$ cat src/rtl/mipslite_pkg.sv
// mipslite_pkg -- shared MIPS-lite encoding constants.
//   op_e     : symbolic instruction enum accepted by the loader
//   OPC_* / FN_* : primary opcode and R-type funct fields (also used by the controller)
//   state_e  : loader FSM encoding (ST_SLOT is only reachable with DELAY_SLOT_EN)
//   rtype/itype/jtype : field packers for the three instruction formats
package mipslite_pkg;

  typedef enum logic [3:0] {
    OP_ADDU  = 4'd0,
    OP_SUBU  = 4'd1,
    OP_SLT   = 4'd2,
    OP_JR    = 4'd3,
    OP_ORI   = 4'd4,
    OP_LW    = 4'd5,
    OP_SW    = 4'd6,
    OP_BEQ   = 4'd7,
    OP_LUI   = 4'd8,
    OP_J     = 4'd9,
    OP_JAL   = 4'd10,
    OP_ADDI  = 4'd11,
    OP_ADDIU = 4'd12
  } op_e;

  localparam logic [5:0] OPC_RTYPE = 6'b000000;
  localparam logic [5:0] OPC_ORI   = 6'b001101;
  localparam logic [5:0] OPC_LW    = 6'b100011;
  localparam logic [5:0] OPC_SW    = 6'b101011;
  localparam logic [5:0] OPC_BEQ   = 6'b000100;
  localparam logic [5:0] OPC_LUI   = 6'b001111;
  localparam logic [5:0] OPC_J     = 6'b000010;
  localparam logic [5:0] OPC_JAL   = 6'b000011;
  localparam logic [5:0] OPC_ADDI  = 6'b001000;
  localparam logic [5:0] OPC_ADDIU = 6'b001001;

  localparam logic [5:0] FN_ADDU = 6'b100001;
  localparam logic [5:0] FN_SUBU = 6'b100011;
  localparam logic [5:0] FN_SLT  = 6'b101010;
  localparam logic [5:0] FN_JR   = 6'b001000;

  typedef enum logic [2:0] {
    ST_IDLE   = 3'd0,
    ST_ACCEPT = 3'd1,
    ST_WRITE  = 3'd2,
    ST_DONE   = 3'd3,
    ST_FULL   = 3'd4,
    ST_SLOT   = 3'd5
  } state_e;

  function automatic logic [31:0] rtype(input logic [4:0] rs, input logic [4:0] rt,
                                        input logic [4:0] rd, input logic [5:0] fn);
    return {OPC_RTYPE, rs, rt, rd, 5'b0, fn};
  endfunction

  function automatic logic [31:0] itype(input logic [5:0] opc, input logic [4:0] rs,
                                        input logic [4:0] rt, input logic [15:0] imm);
    return {opc, rs, rt, imm};
  endfunction

  function automatic logic [31:0] jtype(input logic [5:0] opc, input logic [25:0] tgt);
    return {opc, tgt};
  endfunction

endpackage

$ cat src/rtl/instr_pack.sv
// instr_pack -- combinational symbolic-instruction to machine-word packer.
//   op[3:0]            : op_e value; 13..15 are illegal
//   rs, rt, rd [4:0]   : register fields (unused ones are ignored)
//   imm[25:0]          : imm16 in [15:0], full target for j/jal
//   word[31:0]         : encoded instruction (0 when illegal)
//   illegal            : op outside the defined enum
//   xfer               : control transfer (beq/j/jal/jr), i.e. has a delay slot
module instr_pack
  import mipslite_pkg::*;
(
  input  logic [3:0]  op,
  input  logic [4:0]  rs,
  input  logic [4:0]  rt,
  input  logic [4:0]  rd,
  input  logic [25:0] imm,
  output logic [31:0] word,
  output logic        illegal,
  output logic        xfer
);

  always_comb begin
    word    = '0;
    illegal = 1'b0;
    xfer    = 1'b0;
    case (op)
      OP_ADDU:  word = rtype(rs, rt, rd, FN_ADDU);
      OP_SUBU:  word = rtype(rs, rt, rd, FN_SUBU);
      OP_SLT:   word = rtype(rs, rt, rd, FN_SLT);
      OP_JR: begin
        word = rtype(rs, 5'd0, 5'd0, FN_JR);
        xfer = 1'b1;
      end
      OP_ORI:   word = itype(OPC_ORI,   rs, rt, imm[15:0]);
      OP_LW:    word = itype(OPC_LW,    rs, rt, imm[15:0]);
      OP_SW:    word = itype(OPC_SW,    rs, rt, imm[15:0]);
      OP_BEQ: begin
        word = itype(OPC_BEQ, rs, rt, imm[15:0]);
        xfer = 1'b1;
      end
      OP_LUI:   word = itype(OPC_LUI, 5'd0, rt, imm[15:0]);
      OP_J: begin
        word = jtype(OPC_J, imm);
        xfer = 1'b1;
      end
      OP_JAL: begin
        word = jtype(OPC_JAL, imm);
        xfer = 1'b1;
      end
      OP_ADDI:  word = itype(OPC_ADDI,  rs, rt, imm[15:0]);
      OP_ADDIU: word = itype(OPC_ADDIU, rs, rt, imm[15:0]);
      default:  illegal = 1'b1;
    endcase
  end

endmodule

$ cat src/rtl/instr_encoder_loader.sv
// instr_encoder_loader -- encodes a valid/ready stream of symbolic instructions
// and writes the words sequentially into instruction memory from BASE_ADDR.
//   clk, reset         : clock, synchronous active-high reset
//   start              : begins a load (honoured in IDLE/DONE/FULL)
//   in_valid/in_ready  : input handshake; in_op/rs/rt/rd/imm/last carry the instruction
//   im_we/im_addr/im_wdata : registered instruction-memory write port
//   word_cnt           : words written since start
//   done / err_full    : levels for DONE / FULL states
//   err_illegal        : one-cycle pulse after accepting op 13..15
// Build option: define DELAY_SLOT_EN to append a nop after every beq/j/jal/jr.
module instr_encoder_loader
  import mipslite_pkg::*;
#(
  parameter int          IM_DEPTH  = 1024,
  parameter logic [31:0] BASE_ADDR = 32'h0000_3000
) (
  input  logic                      clk,
  input  logic                      reset,
  input  logic                      start,
  input  logic                      in_valid,
  output logic                      in_ready,
  input  logic [3:0]                in_op,
  input  logic [4:0]                in_rs,
  input  logic [4:0]                in_rt,
  input  logic [4:0]                in_rd,
  input  logic [25:0]               in_imm,
  input  logic                      in_last,
  output logic                      im_we,
  output logic [31:0]               im_addr,
  output logic [31:0]               im_wdata,
  output logic [$clog2(IM_DEPTH):0] word_cnt,
  output logic                      done,
  output logic                      err_illegal,
  output logic                      err_full
);

  localparam int CW = $clog2(IM_DEPTH) + 1;

  state_e        state, state_n;
  logic [CW-1:0] word_idx, idx_inc;
  logic          last_q, ill_q;
  logic          hs, bump, clr, slot_wr, at_full;

  logic [31:0]   pk_word;
  logic          pk_illegal, pk_xfer;

  instr_pack u_pack (
    .op      (in_op),
    .rs      (in_rs),
    .rt      (in_rt),
    .rd      (in_rd),
    .imm     (in_imm),
    .word    (pk_word),
    .illegal (pk_illegal),
    .xfer    (pk_xfer)
  );

`ifdef DELAY_SLOT_EN
  logic xfer_q;
`else
  logic unused_xfer;
  assign unused_xfer = pk_xfer;
`endif

  function automatic logic [31:0] addr_of(input logic [CW-1:0] idx);
    return BASE_ADDR + (32'(idx) << 2);
  endfunction

  assign idx_inc  = word_idx + CW'(1);
  // word_idx never exceeds IM_DEPTH, so only the incremented value needs the test
  assign at_full  = (idx_inc == CW'(IM_DEPTH));
  assign word_cnt = word_idx;

  always_ff @(posedge clk) begin
    if (reset) state <= ST_IDLE;
    else       state <= state_n;
  end

  always_comb begin
    state_n  = state;
    hs       = 1'b0;
    bump     = 1'b0;
    clr      = 1'b0;
    slot_wr  = 1'b0;
    in_ready = 1'b0;
    done     = 1'b0;
    err_full = 1'b0;
    case (state)
      ST_IDLE: begin
        if (start) begin
          clr     = 1'b1;
          state_n = ST_ACCEPT;
        end
      end
      ST_DONE: begin
        done = 1'b1;
        if (start) begin
          clr     = 1'b1;
          state_n = ST_ACCEPT;
        end
      end
      ST_FULL: begin
        err_full = 1'b1;
        if (start) begin
          clr     = 1'b1;
          state_n = ST_ACCEPT;
        end
      end
      ST_ACCEPT: begin
        in_ready = 1'b1;
        if (in_valid) begin
          hs      = 1'b1;
          state_n = ST_WRITE;
        end
      end
      ST_WRITE: begin
        if (ill_q) begin
          // illegal op consumed without a write; counter untouched
          state_n = last_q ? ST_DONE : ST_ACCEPT;
        end else begin
          bump = 1'b1;
`ifdef DELAY_SLOT_EN
          if (xfer_q) begin
            if (at_full) state_n = ST_FULL;
            else begin
              state_n = ST_SLOT;
              slot_wr = 1'b1;
            end
          end else begin
            state_n = last_q ? ST_DONE : (at_full ? ST_FULL : ST_ACCEPT);
          end
`else
          state_n = last_q ? ST_DONE : (at_full ? ST_FULL : ST_ACCEPT);
`endif
        end
      end
`ifdef DELAY_SLOT_EN
      ST_SLOT: begin
        bump    = 1'b1;
        state_n = last_q ? ST_DONE : (at_full ? ST_FULL : ST_ACCEPT);
      end
`endif
      default: state_n = ST_IDLE;
    endcase
  end

  // Write port is registered on the handshake edge so the strobe lands in
  // the WRITE cycle; the slot nop is likewise launched on the WRITE->SLOT edge.
  always_ff @(posedge clk) begin
    if (reset) begin
      word_idx    <= '0;
      im_we       <= 1'b0;
      im_addr     <= BASE_ADDR;
      im_wdata    <= '0;
      err_illegal <= 1'b0;
      last_q      <= 1'b0;
      ill_q       <= 1'b0;
`ifdef DELAY_SLOT_EN
      xfer_q      <= 1'b0;
`endif
    end else begin
      im_we       <= 1'b0;
      err_illegal <= 1'b0;
      if (clr)  word_idx <= '0;
      if (bump) word_idx <= idx_inc;
      if (hs) begin
        last_q      <= in_last;
        ill_q       <= pk_illegal;
        err_illegal <= pk_illegal;
`ifdef DELAY_SLOT_EN
        xfer_q      <= pk_xfer;
`endif
        if (!pk_illegal) begin
          im_we    <= 1'b1;
          im_addr  <= addr_of(word_idx);
          im_wdata <= pk_word;
        end
      end
      if (slot_wr) begin
        im_we    <= 1'b1;
        im_addr  <= addr_of(idx_inc);
        im_wdata <= '0;
      end
    end
  end

endmodule

$ cat config.mk
export PLATFORM = sky130hd
export DESIGN_NAME = instr_encoder_loader
export DESIGN_NICKNAME = d
export VERILOG_FILES = /design/src/rtl/mipslite_pkg.sv /design/src/rtl/instr_pack.sv /design/src/rtl/instr_encoder_loader.sv
export SDC_FILE = /design/constraint.sdc
export NUM_CORES = 1
export LEC_CHECK = 0
export ABC_CLOCK_PERIOD_IN_PS = 2550
export CAP_MARGIN = 5
export CORE_ASPECT_RATIO = 1.1
export CORE_MARGIN = 2
export CORE_UTILIZATION = 35
export DETAILED_ROUTE_END_ITERATION = 10
export PLACE_DENSITY = 0.66
export SYNTH_ARGS = -nofsm -noshare
export SYNTH_HDL_FRONTEND = slang
export SYNTH_HIERARCHICAL = 1
export SYNTH_SLANG_ARGS = --single-unit
$ cat constraint.sdc
create_clock -name clk -period 2.55 [get_ports clk]
set_clock_uncertainty 0.15 [all_clocks]
set_input_delay 0.51 -clock clk [delete_from_list [all_inputs] [get_ports clk]]
set_output_delay 0.51 -clock clk [all_outputs]
set_load 0.01 [all_outputs]
Word-level counts from Yosys, hierarchy flattened
Cells that the tools add are included.

operators by class
  $lt $le $gt $ge = 0
  div/mod/pow operators = 0
  equality and inequality tests = 19
  mux-type cells = 21
  multipliers = 0
  reductions and logical operators = 8
  shifts and indexed selects = 0
  $add $sub $neg = 2
  bitwise gates (word level) = 1

operator list
  cell                      number
  $pmux W32 S13             1
  $mux W11                  2
  $eq A4 B4 Y1 const B      5
  $eq A4 B3 Y1 const B      4
  $add A14 B13 Y15 const A  1
  $mux W3                   5
  $reduce_or A13 Y1         1
  $add A11 B1 Y11 const B   1
  $eq A11 B11 Y1 const B    1
  $mux W1                   11
  $pmux W3 S3               1
  $eq A4 B2 Y1 const B      2
  $eq A3 B2 Y1 const B      2
  $eq A4 B1 Y1 const B      1
  $logic_not A4 Y1          1
  $reduce_and A2 Y1         2
  $eq A3 B1 Y1 const B      1
  $eq A3 B3 Y1 const B      1
  $logic_not A3 Y1          1
  $reduce_or A3 Y1          1
  $mux W2                   1
  $ne A2 B1 Y1 const B      1
  $ne A2 B2 Y1 const B      1
  $reduce_bool A2 Y1        1
  other kinds (2)           2

storage, ports and cells
  bits in read-only memories = 0
  bits in latches = 0
  input bits = 50
  word-level logic and storage cells = 59
  memories kept = 0
  bits in writable memories = 0
  bits in registers = 82

Longest topological paths before layout
Gate-level depths: netlist of the first run.

  word-level depth = 6
  depth in mapped cells = 7

Cells and area by module
The synthesis of the first run kept the hierarchy.

by module, submodules not included
  module                cells each  times used  area an instance (µm²)
  instr_encoder_loader  253         1           2534.9
  instr_pack            142         1           908.4

Worst setup path after synthesis of the first run
No wires, ideal clock.

  kind = reg2reg
  start = register word_idx[0] (netlist: word_cnt[0])
  end = register word_idx[8] (netlist: word_cnt[8])
  data arrival time = 1.700 ns
  setup time = 0.071 ns
  path slack = 0.630 ns
  stages on the path, launching flop included = 7
  buffers on the path = 1
  period minus slack after synthesis = 1.920 ns
  path through = dfxtp_1 > ha_1 > buf_2 > inv_1 > or3_1 > or3_1 > a21oi_1

between the ends
  cells in the longest elaborated chain, start to end = 2

ends and longest elaborated chain
  item                      line                         RTL
  start: declaration        instr_encoder_loader.sv:40   logic [CW-1:0] word_idx, idx_inc;
  start signal: assignment  instr_encoder_loader.sv:165  if (bump) word_idx <= idx_inc;
  $add A11 B1 Y11           instr_encoder_loader.sv:69   assign idx_inc = word_idx + CW'(1);
  $mux W11                  instr_encoder_loader.sv:165

No other way between the ends.
A chain may end at the register's enable or synchronous reset.

Worst setup path after layout of the first run
  start = register state[0]
  end = output port done

between the ends
  cells in the longest elaborated chain, start to end = 2

ends and longest elaborated chain
  item                      line                        RTL
  start: declaration        instr_encoder_loader.sv:39  state_e state, state_n;
  start signal: assignment  instr_encoder_loader.sv:76  else state <= state_n;
  $eq A3 B2 Y1              instr_encoder_loader.sv:88  case (state)
  $mux W1                   instr_encoder_loader.sv:88
  end: declaration          instr_encoder_loader.sv:32  output logic done,

No other way between the ends.

==> results of run 1 <==
==> area by class of cell <==
type | instances | area, um^2 | area share (%)
Tap cell | 117 | 146 | 3.05
Clock buffer | 10 | 138 | 2.86
Timing Repair Buffer | 129 | 1270 | 26.4
Multi-Input combinational cell | 285 | 1880 | 39.2
Clock inverter | 6 | 85.1 | 1.77
Inverter | 11 | 41.3 | 0.859
Sequential cell | 62 | 1240 | 25.8
==> worst paths after layout <==
path,startpoint,endpoint,slack (ns),depth (start not counted)
min,im_wdata[12]$_SDFFE_PP0P_,im_wdata[12]$_SDFFE_PP0P_,0.33,1
min reg2reg,im_wdata[12]$_SDFFE_PP0P_,im_wdata[12]$_SDFFE_PP0P_,0.33,1
max,state[0]$_SDFFE_PP0P_,done,0.19,3
max reg2reg,word_cnt[0]$_SDFFE_PP0P_,word_cnt[10]$_SDFFE_PP0P_,0.40,6
==> worst register-to-register path, delay by kind of cell (launching register included) <==
family                     cells  cell delay, ns
DFF                            1            0.49
and+or+nand+nor                3            0.65
adders and majority gates      1            0.41
buffers and inverters          1            0.11
AOI/OAI and AO/OA              1            0.25
==> per-layer routing <==
metal	part of all wire, %	global-route usage (%)
met1	44	23.4
met3	6.1	3.44
met5	0	0
met4	2.4	7.83
met2	47	31.0
==> per-stage QoR <==
step	total power (W)	setup WS [ns]	instance area, um^2
floorplan	0.00132	0.630	3490
global placement	0.00151	0.176	4580
finish	0.00246	0.195	4800
global route	0.00258	0.0658	4800
CTS	0.00249	0.163	4800
detailed placement	0.00151	0.115	4580
==> power by group through the flow <==
stage	sequential, W	clock [W]	combinational [W]
2_1_floorplan	0.00106	0	0.000262
3_3_place_gp	0.00105	0	0.000457
3_5_place_dp	0.00105	0	0.000462
4_1_cts	0.00103	0.000996	0.000465
5_1_grt	0.00103	0.00104	0.000508
6_report	0.00103	0.000969	0.000466
==> state kept, by name (all words and copies together) (netlist names) <==
name	cells
ill_q	1
last_q	1
err_illegal	1
im_wdata	32
im_addr	12
word_cnt	11
im_we	1
state	3
==> flow_summary_export.csv, run 1 <==
group,metric,value,unit
status,status,"finished clean",
timing,holdWs,0.333,ns
drt,drt_pass1_iterations,4,
drt,viasPerCell,5.34,
global_route,antenna_found_initial,0,
global_route,overflow,0,
global_route,grt_pass1_wl,15900,um
worst_setup_path,cp.arrival,1.70,ns
die,die_w,98.3,um
hold_path,min_path_type,"reg2reg",
drt,vias,3310,
die,pin_count,130,
place,dp.cells,604,
final_layout,fin_util,50.9,%
synth,yosysWarnings,6,
die,fp.coreArea,9440,um^2
timing,hold_viol_final,0,
final_layout,drive_above_1_share,9.15,%
synth,syn_inst,393,
clock_tree,root_buffer,"clkbuf_8",
timing,fin_setup_tns,0,ns
final_layout,area_delta_synth_final,40.2,%
drt,ant_nets,0,
pwr,power.clock.fraction,39.3,%
timing,slew_headroom,64.1,%
global_route,grt_max_degree,46,
worst_setup_path,crit_family,"buffers and inverters",
worst_setup_path,end_kind,"primary output",
job,maxCapViolations,0,
pwr,pwr-share-comb,18.9,%
place,gp_congestion,0.799,
global_route,grt_pass1_vias,3230,
worst_setup_path,crit_buf_inv,1,
timing,grt_setup_unrepaired,"false",
timing,fin_crit_sh,92.4,%
synth,synth_area,3430,um^2
die,fp.dieH,108,um
die,rows,37,
pwr,seqPwrFrac,41.7,%
pwr,powerDensity,513,nW/um^2
drt,dr.first_iter.drc_count,156,
clock_tree,clock_latency,0.33,ns
pwr,peakVddDrop,221,uV
clock_tree,post_cts_buffers,0,
final_layout,layout_common_cells,"clkdlybuf4s50_1, dfxtp_1, a22o_1",
pwr,p_int,0.00181,W
worst_setup_path,crit_fanout,8,
clock_tree,clkSinkCount,62,
synth,synth.avg_cell_area,8.72,um^2
clock_tree,htreeDepth,3,
drt,drc,0,
place,hpwl,6980,um
clock_tree,cts_buffers,9,
global_route,grt_usage,18.5,%
timing,fin_crit,2.36,ns
worst_setup_path,crit_path_max_incr_delay,0.53,ns
final_layout,antenna_cells,0,
place,portBuffers,110,
final_layout,fin_nets,550,
pwr,switching_share,26.4,%
final_layout,num-fill-cells,930,
clock_tree,clk_pin_slew,0.07,ns
clock_tree,tritoncts,"done",
die,start_util,36.3,%
drt,wl_per_cell,15.7,um
worst_setup_path,cp_cell_sequence,"and2b_1, and2_1, clkdlybuf4s50_1",
worst_setup_path,cp.required,1.89,ns
timing,worst_slew_pin_slew,0.535,ns
final_layout,final_cells,620,
clock_tree,ctsLongestPathBuffers,2,
pwr,power.switching,0.000650,W
timing,setup_violations,0,
timing,clock.fmax,425,MHz
die,fp.dieArea,10600,um^2
timing,slew_violations,0,
drt,drt_wl_total,9710,um
worst_setup_path,cp-start-kind,"flip-flop",
clock_tree,post_cts_resized,0,
final_layout,layout_commonest_cell,"clkdlybuf4s50_1",
clock_tree,postCtsHoldBufs,0,
worst_setup_path,crit_type,"reg2out",
worst_setup_path,slowest_stage,"clkdlybuf4s50_1",
pwr,p_leak,1.88,nW
(Power assumes the default switching activity.)
==> inputs of run 2 (changes only) <==
--- a/config.mk
+++ b/config.mk
@@ -12,6 +12,8 @@
 export CORE_UTILIZATION = 35
 export DETAILED_ROUTE_END_ITERATION = 10
 export PLACE_DENSITY = 0.66
+export REMOVE_ABC_BUFFERS = 1
+export SKIP_LAST_GASP = 1
 export SYNTH_ARGS = -nofsm -noshare
 export SYNTH_HDL_FRONTEND = slang
 export SYNTH_HIERARCHICAL = 1
==> run 2 against run 1 <==
  * Hold slack worse by 0.00081 ns
  * First-iteration DRC count up 1.9%
  * Register-to-register slack got worse by 0.06 ns
  * Total power is 4.9% lower
  * Critical path type unchanged
  * Setup slack got worse by 0.026 ns
  * Routed wire length fell by 3.8%
  * Fmax decreased by 1.1%
  * Non-clock buffer count fell by 5
  * Largest power group unchanged
==> flow_summary_export.csv, run 2 (same netlist as run 1, synthesis figures left out) <==
group,metric,value,unit
status,status,"finished clean",
global_route,grt_max_degree,46,
drt,vias,3239,
global_route,grt_pass1_vias,3041,
job,maxCapViolations,0,
worst_setup_path,cp.arrival,1.72,ns
timing,setup_violations,0,
clock_tree,tritoncts,"done",
clock_tree,clkSinkCount,62,
clock_tree,clock_latency,0.34,ns
die,start_util,36.3,%
die,fp.dieArea,10600,um^2
worst_setup_path,crit_path_max_incr_delay,0.53,ns
timing,grt_setup_unrepaired,"false",
worst_setup_path,crit_family,"buffers and inverters",
timing,fin_crit_sh,93.4,%
clock_tree,htreeDepth,3,
drt,wl_per_cell,15.2,um
worst_setup_path,end_kind,"primary output",
clock_tree,cts_buffers,9,
die,fp.coreArea,9440,um^2
worst_setup_path,cp.required,1.89,ns
drt,viasPerCell,5.27,
timing,clock.fmax,420,MHz
pwr,peakVddDrop,208,uV
place,place_ws,-0.0928,ns
worst_setup_path,crit_buf_inv,1,
place,gp_congestion,0.823,
timing,fin_ws,0.169,ns
clock_tree,ctsLongestPathBuffers,2,
timing,fin_setup_tns,0,ns
final_layout,layout_commonest_cell,"clkdlybuf4s50_1",
clock_tree,clk_pin_slew,0.07,ns
final_layout,antenna_cells,0,
worst_setup_path,crit_fanout,8,
timing,slew_headroom,32.3,%
worst_setup_path,cp-start-kind,"flip-flop",
global_route,antenna_found_initial,0,
final_layout,fin_nets,545,
drt,drt_pass1_iterations,4,
die,pin_count,130,
clock_tree,post_cts_resized,0,
drt,drt_wl_total,9350,um
drt,drc,0,
final_layout,drive_above_1_share,8.23,%
die,rows,37,
worst_setup_path,crit_type,"reg2out",
final_layout,regMostFlops,"im_wdata",
drt,dr.first_iter.drc_count,159,
global_route,grt_pass1_wl,14700,um
die,die_w,98.3,um
die,fp.dieH,108,um
global_route,grt_usage,17.1,%
place,hpwl,6650,um
hold_path,min_path_type,"reg2reg",
clock_tree,postCtsHoldBufs,0,
timing,slew_violations,0,
timing,hold_viol_final,0,
clock_tree,root_buffer,"clkbuf_8",
timing,fin_crit,2.38,ns
pwr,p_leak,1.84,nW
worst_setup_path,slowest_stage,"clkdlybuf4s50_1",
pwr,powerDensity,496,nW/um^2
clock_tree,post_cts_buffers,0,
final_layout,largest_reg_flops,32,
timing,worst_slew_pin_slew,1.01,ns
place,portBuffers,110,
final_layout,area_delta_synth_final,38.0,%
drt,ant_nets,0,
final_layout,layout_common_cells,"clkdlybuf4s50_1, dfxtp_1, a22o_1",
global_route,overflow,0,
worst_setup_path,cp_cell_sequence,"and2b_1, and2_1, clkdlybuf4s50_1",
[run 2: layout make-up]
cell class                      count  area [um^2]
Multi-Input combinational cell    285         1880
Clock buffer                        9          124
Timing Repair Buffer              124         1220
Inverter                           11         41.3
Sequential cell                    62         1240
Tap cell                          117          146
Clock inverter                      7         72.6
Fill cell                         911         4720
[run 2: per-layer routing]
layer | part of all wire, % | global-route usage [%] | wire length (um)
met2 | 49 | 28.5 | 4560
met5 | 0 | 0 | 0
met3 | 4.9 | 2.73 | 460
met4 | 1.5 | 6.85 | 142
met1 | 45 | 22.2 | 4180
[run 2: stage by stage]
step | hold slack [ns] | total power, W | instance area [um^2] | util, % | cells
2_1_floorplan | 0.338 | 0.00125 | 3160 | - | 358
3_3_place_gp | 0.312 | 0.00150 | 4530 | 48.0 | 599
3_5_place_dp | 0.313 | 0.00150 | 4530 | 48.0 | 599
4_1_cts | 0.334 | 0.00237 | 4730 | 50.1 | 615
5_1_grt | 0.354 | 0.00245 | 4730 | 50.1 | 615
6_report | 0.332 | 0.00234 | 4730 | 50.1 | 615
[run 2: path summary, 6_finish.rpt]
path / start / to / slack [ns] / depth (start not counted)
worst min register to register: im_wdata[16]$_SDFFE_PP0P_ / im_wdata[16]$_SDFFE_PP0P_ / 0.33 / 1
worst max register to register: state[2]$_SDFFE_PP0P_ / im_addr[13]$_SDFFE_PP1P_ / 0.34 / 5
worst max-delay path: state[0]$_SDFFE_PP0P_ / in_ready / 0.17 / 3
worst min-delay path: im_wdata[16]$_SDFFE_PP0P_ / im_wdata[16]$_SDFFE_PP0P_ / 0.33 / 1
[run 2: worst register-to-register path, cell delays in order (launching register included)]
cell and delay [ns]:
dfxtp_1 0.45, and2b_1 0.26, nand3_2 0.12, nor2_1 0.09, nor2_4 0.76, a22oi_1 0.22
[run 2: report_power, final]
part	internal, W	switching [W]
registers	0.00100	0.0000266
logic	0.000230	0.000225
clock network	0.000454	0.000406
total	0.00168	0.000658
